==> src/rtl/tiger_dmem_responder_pkg.sv <==
// Shared definitions for the data-memory responder: FSM encodings, lane-enable constants
// and the alignment check used by the optional TIGER_DMEM_MISALIGN_TRAP_EN trap.
package tiger_dmem_responder_pkg;

    typedef enum logic [2:0] {
        DMEM_IDLE     = 3'd0,
        DMEM_RD_ISSUE = 3'd1,
        DMEM_RD_WAIT  = 3'd2,
        DMEM_FL_PULSE = 3'd3,
        DMEM_FL_WAIT  = 3'd4
    } dmem_state_e;

    localparam logic [3:0] BE_NONE    = 4'b0000;
    localparam logic [3:0] BE_BYTE0   = 4'b0001;
    localparam logic [3:0] BE_HALF_LO = 4'b0011;
    localparam logic [3:0] BE_HALF_HI = 4'b1100;
    localparam logic [3:0] BE_WORD    = 4'b1111;

    // Byte accesses are never misaligned; mem8 wins over mem16.
    function automatic logic is_misaligned(input logic       mem8,
                                           input logic       mem16,
                                           input logic [1:0] addr_lo);
        if (mem8) begin
            return 1'b0;
        end else if (mem16) begin
            return addr_lo[0];
        end
        return addr_lo != 2'b00;
    endfunction

endpackage

==> src/rtl/tiger_dmem_lanes.sv <==
// Lane steering for stores: byte enables and lane-replicated write data from size,
// low address bits and right-justified store data.
module tiger_dmem_lanes
    import tiger_dmem_responder_pkg::*;
(
    input  logic        mem8_i,
    input  logic        mem16_i,
    input  logic [1:0]  addr_lo_i,
    input  logic [31:0] data_i,
    output logic [3:0]  byteenable_o,
    output logic [31:0] writedata_o
);

    always_comb begin
        byteenable_o = BE_WORD;
        writedata_o  = data_i;
        if (mem8_i) begin
            byteenable_o = BE_BYTE0 << addr_lo_i;
            writedata_o  = {4{data_i[7:0]}};
        end else if (mem16_i) begin
            byteenable_o = addr_lo_i[1] ? BE_HALF_HI : BE_HALF_LO;
            writedata_o  = {2{data_i[15:0]}};
        end
    end

endmodule

==> src/rtl/tiger_dmem_responder.sv <==
// Execute-stage data-memory responder: posted one-entry write buffer, blocking reads and a
// flush barrier onto Avalon-MM. Define TIGER_DMEM_MISALIGN_TRAP_EN to add the addrError trap.
module tiger_dmem_responder
    import tiger_dmem_responder_pkg::*;
#(
    parameter int unsigned ADDR_WIDTH = 32
) (
    input  logic                  clk,
    input  logic                  reset,
    input  logic                  memread,
    input  logic                  memwrite,
    input  logic                  mem16,
    input  logic                  mem8,
    input  logic [ADDR_WIDTH-1:0] memaddress,
    input  logic [31:0]           memwritedata,
    input  logic                  dCacheFlush,
    output logic                  memCanRead,
    output logic                  memCanWrite,
    output logic                  canDCacheFlush,
    output logic [31:0]           memReadData,
    output logic                  memReadValid,
    output logic [ADDR_WIDTH-1:0] avm_address,
    output logic                  avm_read,
    output logic                  avm_write,
    output logic [3:0]            avm_byteenable,
    output logic [31:0]           avm_writedata,
    input  logic [31:0]           avm_readdata,
    input  logic                  avm_waitrequest,
    input  logic                  avm_readdatavalid,
    output logic                  dcFlushOut,
    input  logic                  dcFlushDone
`ifdef TIGER_DMEM_MISALIGN_TRAP_EN
    ,
    output logic                  addrError
`endif
);

    dmem_state_e           state_q;
    logic [ADDR_WIDTH-1:0] rd_addr_q;
    logic [31:0]           rd_data_q;
    logic                  rd_valid_q;

    logic                  wb_valid_q, wb_valid_d;
    logic [ADDR_WIDTH-1:0] wb_addr_q, wb_addr_d;
    logic [3:0]            wb_be_q, wb_be_d;
    logic [31:0]           wb_data_q, wb_data_d;

    logic [ADDR_WIDTH-1:0] word_addr;
    logic [3:0]            lane_be;
    logic [31:0]           lane_wdata;
    logic                  misalign;
    logic                  wb_drain;
    logic                  read_acc, write_acc, flush_acc;

    tiger_dmem_lanes u_lanes (
        .mem8_i       (mem8),
        .mem16_i      (mem16),
        .addr_lo_i    (memaddress[1:0]),
        .data_i       (memwritedata),
        .byteenable_o (lane_be),
        .writedata_o  (lane_wdata)
    );

    assign word_addr = {memaddress[ADDR_WIDTH-1:2], 2'b00};

`ifdef TIGER_DMEM_MISALIGN_TRAP_EN
    assign misalign = is_misaligned(mem8, mem16, memaddress[1:0]);
`else
    assign misalign = 1'b0;
`endif

    assign avm_write = wb_valid_q && (state_q == DMEM_IDLE);
    assign avm_read  = (state_q == DMEM_RD_ISSUE);
    assign wb_drain  = avm_write && !avm_waitrequest;

    assign memCanRead     = (state_q == DMEM_IDLE) && !wb_valid_q;
    assign canDCacheFlush = (state_q == DMEM_IDLE) && !wb_valid_q;
    assign memCanWrite    = ((state_q == DMEM_IDLE) || (state_q == DMEM_RD_ISSUE) ||
                             (state_q == DMEM_RD_WAIT)) && (!wb_valid_q || wb_drain);

    assign read_acc  = memread && memCanRead;
    assign write_acc = memwrite && memCanWrite;
    assign flush_acc = dCacheFlush && canDCacheFlush;

    assign avm_address    = avm_read ? rd_addr_q : wb_addr_q;
    assign avm_byteenable = avm_write ? wb_be_q : (avm_read ? BE_WORD : BE_NONE);
    assign avm_writedata  = wb_data_q;
    assign dcFlushOut     = (state_q == DMEM_FL_PULSE);
    assign memReadData    = rd_data_q;
    assign memReadValid   = rd_valid_q;

    // A store accepted in the drain cycle overwrites the entry, so back-to-back posts have no bubble.
    always_comb begin
        wb_valid_d = wb_valid_q;
        wb_addr_d  = wb_addr_q;
        wb_be_d    = wb_be_q;
        wb_data_d  = wb_data_q;
        if (wb_drain) begin
            wb_valid_d = 1'b0;
        end
        if (write_acc && !misalign) begin
            wb_valid_d = 1'b1;
            wb_addr_d  = word_addr;
            wb_be_d    = lane_be;
            wb_data_d  = lane_wdata;
        end
    end

    always_ff @(posedge clk) begin
        if (reset) begin
            wb_valid_q <= 1'b0;
            wb_addr_q  <= '0;
            wb_be_q    <= BE_NONE;
            wb_data_q  <= '0;
        end else begin
            wb_valid_q <= wb_valid_d;
            wb_addr_q  <= wb_addr_d;
            wb_be_q    <= wb_be_d;
            wb_data_q  <= wb_data_d;
        end
    end

    always_ff @(posedge clk) begin
        if (reset) begin
            state_q    <= DMEM_IDLE;
            rd_addr_q  <= '0;
            rd_data_q  <= '0;
            rd_valid_q <= 1'b0;
        end else begin
            rd_valid_q <= 1'b0;
            unique case (state_q)
                DMEM_IDLE: begin
                    if (read_acc) begin
                        if (misalign) begin
                            // Trapped load: answer immediately with zero so MA cannot stall.
                            rd_data_q  <= '0;
                            rd_valid_q <= 1'b1;
                        end else begin
                            rd_addr_q <= word_addr;
                            state_q   <= DMEM_RD_ISSUE;
                        end
                    end else if (flush_acc) begin
                        state_q <= DMEM_FL_PULSE;
                    end
                end
                DMEM_RD_ISSUE: begin
                    if (!avm_waitrequest) begin
                        state_q <= DMEM_RD_WAIT;
                    end
                end
                DMEM_RD_WAIT: begin
                    if (avm_readdatavalid) begin
                        rd_data_q  <= avm_readdata;
                        rd_valid_q <= 1'b1;
                        state_q    <= DMEM_IDLE;
                    end
                end
                DMEM_FL_PULSE: begin
                    state_q <= dcFlushDone ? DMEM_IDLE : DMEM_FL_WAIT;
                end
                DMEM_FL_WAIT: begin
                    if (dcFlushDone) begin
                        state_q <= DMEM_IDLE;
                    end
                end
                default: state_q <= DMEM_IDLE;
            endcase
        end
    end

`ifdef TIGER_DMEM_MISALIGN_TRAP_EN
    logic addr_error_q;

    always_ff @(posedge clk) begin
        if (reset) begin
            addr_error_q <= 1'b0;
        end else begin
            addr_error_q <= (read_acc || write_acc) && misalign;
        end
    end

    assign addrError = addr_error_q;
`endif

    a_rd_wr_exclusive: assert property (@(posedge clk) disable iff (reset)
        !(memread && memwrite));

endmodule

==> config.mk <==
export PLATFORM = sky130hd
export DESIGN_NAME = tiger_dmem_responder
export DESIGN_NICKNAME = d
export VERILOG_FILES = /design/src/rtl/tiger_dmem_responder_pkg.sv /design/src/rtl/tiger_dmem_lanes.sv /design/src/rtl/tiger_dmem_responder.sv
export SDC_FILE = /design/constraint.sdc
export NUM_CORES = 1
export LEC_CHECK = 0
export ABC_AREA = 0
export ABC_CLOCK_PERIOD_IN_PS = 1910
export CAP_MARGIN = 30
export CORE_UTILIZATION = 45
export CTS_CLUSTER_SIZE = 8
export DETAILED_ROUTE_END_ITERATION = 8
export HOLD_SLACK_MARGIN = 0.15
export PLACE_DENSITY = 0.8
export SLEW_MARGIN = 20
export SYNTH_ARGS = -nofsm -noshare
export SYNTH_HDL_FRONTEND = slang
export SYNTH_SLANG_ARGS = --single-unit
==> constraint.sdc <==
create_clock -name clk -period 1.91 [get_ports clk]
set_input_delay 0.382 -clock clk [delete_from_list [all_inputs] [get_ports clk]]
set_output_delay 0.382 -clock clk [all_outputs]
set_load 0.01 [all_outputs]
==> impl_metrics.yaml <==
critical_path:
  r2r-start: "state_q[1]"
  cp_data_arrival_time_ns: 1.73
  critical_path_class: "flip-flop to primary output"
  crit_fanout: 8
  endpoint_kind: "primary output"
  startpoint: "state_q[1]"
  rrSetupSlack_ns: 0.14
  r2r_end: "rd_addr_q[31]"
  start_kind: "flip-flop"
  cp_data_required_time_ns: 1.53
  ff2ff_path_depth: 7
clocking:
  clk_latency_ns: 0.42
  cts.clk_slew.worst_paths_ns: 0.05
  htree_levels: 4
  cts_root_buf: "clkbuf_16"
  clockBufferDepth: 2
  cts_tree: "yes"
  clock_sinks: 133
  numCtsBuffers: 17
logic_synthesis:
  synth_top_area_share_pct: 43.9
  yosysWarnings: 0
  yosysSeqAreaShare_pct: 43.9
  synth_flop_cell: "dfxtp_1"
  ys_ff_latch: 133
  ys_types: 43
  avgSynthCellArea_um2: 9.37
  synth_area_leader_cell: "dfxtp_1"
  ys_async_sr_fraction_pct: 0
  synthCells: 647
  synth-edff-count: 0
  ys_top_cells_by_area: "dfxtp_1 (44%), mux2i_1 (13%), nand2_1 (11%)"
  netlist_area_um2: 6060
timing:
  skew_ns: 0.0104
  setup_tns_ns: -5.93
  min_period_ns: 2.11
  hold_viol: 0
  worst_pin_slew_ns: 0.795
  fmax_ghz: 0.473
  fin_hold_ws_ns: 0.451
  drv_slew: 0
  fin_ws_ns: -0.204
  rsz0062_at_grt: "true"
  period_share_pct: 111
  setup_viol: 34
  slew_headroom_pct: 47.0
route:
  wl_um: 18000
  wire_per_inst_um: 17.2
  dr.first_iter.drc_count: 336
  first_pass_iters: 5
  drc_errors: 0
  num_vias: 5555
  ant_nets: 0
  via_per_inst: 5.33
pwr:
  powerDensity_nw_per_um2: 951
  vdd_drop_max_mv: 0.627
  p_leak_nw: 3.73
global_route:
  grt_pass1_wl_um: 28400
  grt_pass1_vias: 5593
  grt_start_max_net_pins: 65
  antenna_found_initial: 0
  grt_overflow_total: 0
  track_usage_pct: 26.1
cells_and_area:
  stdcell_count: 1042
  layout_commonest_cell: "nand2_1"
  nets: 959
  final_cell_mix: "nand2_1 (172), clkdlybuf4s50_1 (169), dfxtp_1 (130), mux2i_1 (76), buf_6 (43)"
  area_delta_synth_final_pct: 54.6
  drive_above_1_share_pct: 21.8
  antenna_cells: 0
outcome:
  violations: "negative setup slack"
  status: "finished, violations left"
place:
  finalWeightedCongestion: 0.812
  portBuffers: 210
  dp_cells: 1003
  dp_hpwl_um: 11700
floorplanning:
  die_y_um: 118
  ios: 213
  floorplan.initialDensity_pct: 45.9
  core_um2: 13200
  rows: 42
  dieArea_um2: 13900
  die_w_um: 118
run:
  cap_violations: 0
min_path:
  hold_end: "memReadData[21]"
  hold_path_depth: 2
  hp-class: "flip-flop to flip-flop"
  min-delay-start: "memReadData[21]"
sequential cells by signal (all words and copies together) (netlist names):
register	cells
avm_writedata	32
memReadData	32
memReadValid	1
rd_addr_q	30
state_q	3
wb_addr_q	30
wb_be_q	4
wb_valid_q	1
final cells by class:
class | instances | area, µm²
clock inverters | 12 | 224
clock buffers | 20 | 467
repair buffers | 249 | 2640
multi-input cells | 441 | 3120
flip-flops and latches | 133 | 2670
well taps | 176 | 220
fillers | 933 | 3820
inverters | 11 | 42.5
critical path, stage by stage, from the launching register on:
cell and delay (ns):
dfxtp_2 0.33, nor3b_4 0.23, buf_6 0.17, buf_16 0.15
mux2_4 0.31, buf_6 0.12
through the flow:
step           util [%]  power [mW]  area [µm²]  worst slack (ns)
2_1_floorplan         -        4.10        6060             0.132
3_3_place_gp       63.3        4.88        8350            -0.172
3_5_place_dp       63.3        4.93        8350            -0.186
4_1_cts            70.9        8.94        9350            -0.294
5_1_grt            71.0        9.24        9370            -0.287
6_report           71.0        8.91        9370            -0.204
repair_timing:
item	in CTS	in global routing
setup endpoints to repair	48	68
pin swaps	4	1
setup buffers	5	1
cloned	3	0
gates resized for setup	241	12
hold buffers	0	0
synth_stat cells (4+ instances only):
cell type,count
nand2_1,172
dfxtp_1,133
mux2i_1,76
a21oi_1,38
clkbuf_1,25
mux2_1,24
a31oi_1,19
buf_2,15
mux2_2,14
buf_4,13
a211oi_2,11
o21ai_0,11
inv_1,10
a311oi_1,9
a311oi_2,8
nand2b_1,8
o211ai_1,8
a31o_2,7
buf_6,7
nor2_1,7
a21o_1,4
cells by family (layout without fill, tap and decap cells):
| logic type | count (synthesis) | count (layout) | synth area share (%) |
|---|---|---|---|
| DFF | 133 | 133 | 43.9 |
| buffers and inverters | 74 | 292 | 7.37 |
| other | 1 | 2 | 0.0619 |
| and+or+nand+nor | 203 | 203 | 14.1 |
| AOI/OAI and AO/OA | 122 | 122 | 14.9 |
| muxes | 114 | 114 | 19.6 |
power by group:
part           total, mW  leakage [nW]  switching, mW  internal (mW)
clock               3.78         0.324           1.23           2.55
sequential          3.13          1.09          0.127           3.00
combinational       2.00          2.32          0.889           1.11
total               8.91          3.73           2.25           6.66
layer usage:
| layer | up-vias | GRT usage [%] | wire length (µm) |
|---|---|---|---|
| li1 | 2656 | - | - |
| met1 | 2650 | 30.2 | 7410 |
| met2 | 220 | 44.4 | 9010 |
| met3 | 29 | 7.56 | 1150 |
| met4 | 0 | 11.8 | 393 |
| met5 | - | 0 | 0 |
worst max-delay path by stage:
stage	to	slack, ns	cells past startpoint
after global routing	avm_address[6]	-0.29	5
after detailed placement	avm_writedata[21]	-0.19	6
final	avm_address[6]	-0.20	5
after global placement	memCanWrite	-0.17	5
after floorplan	avm_address[27]	0.13	5
after CTS	avm_address[30]	-0.29	6
Power figures use the tool's default switching activity.
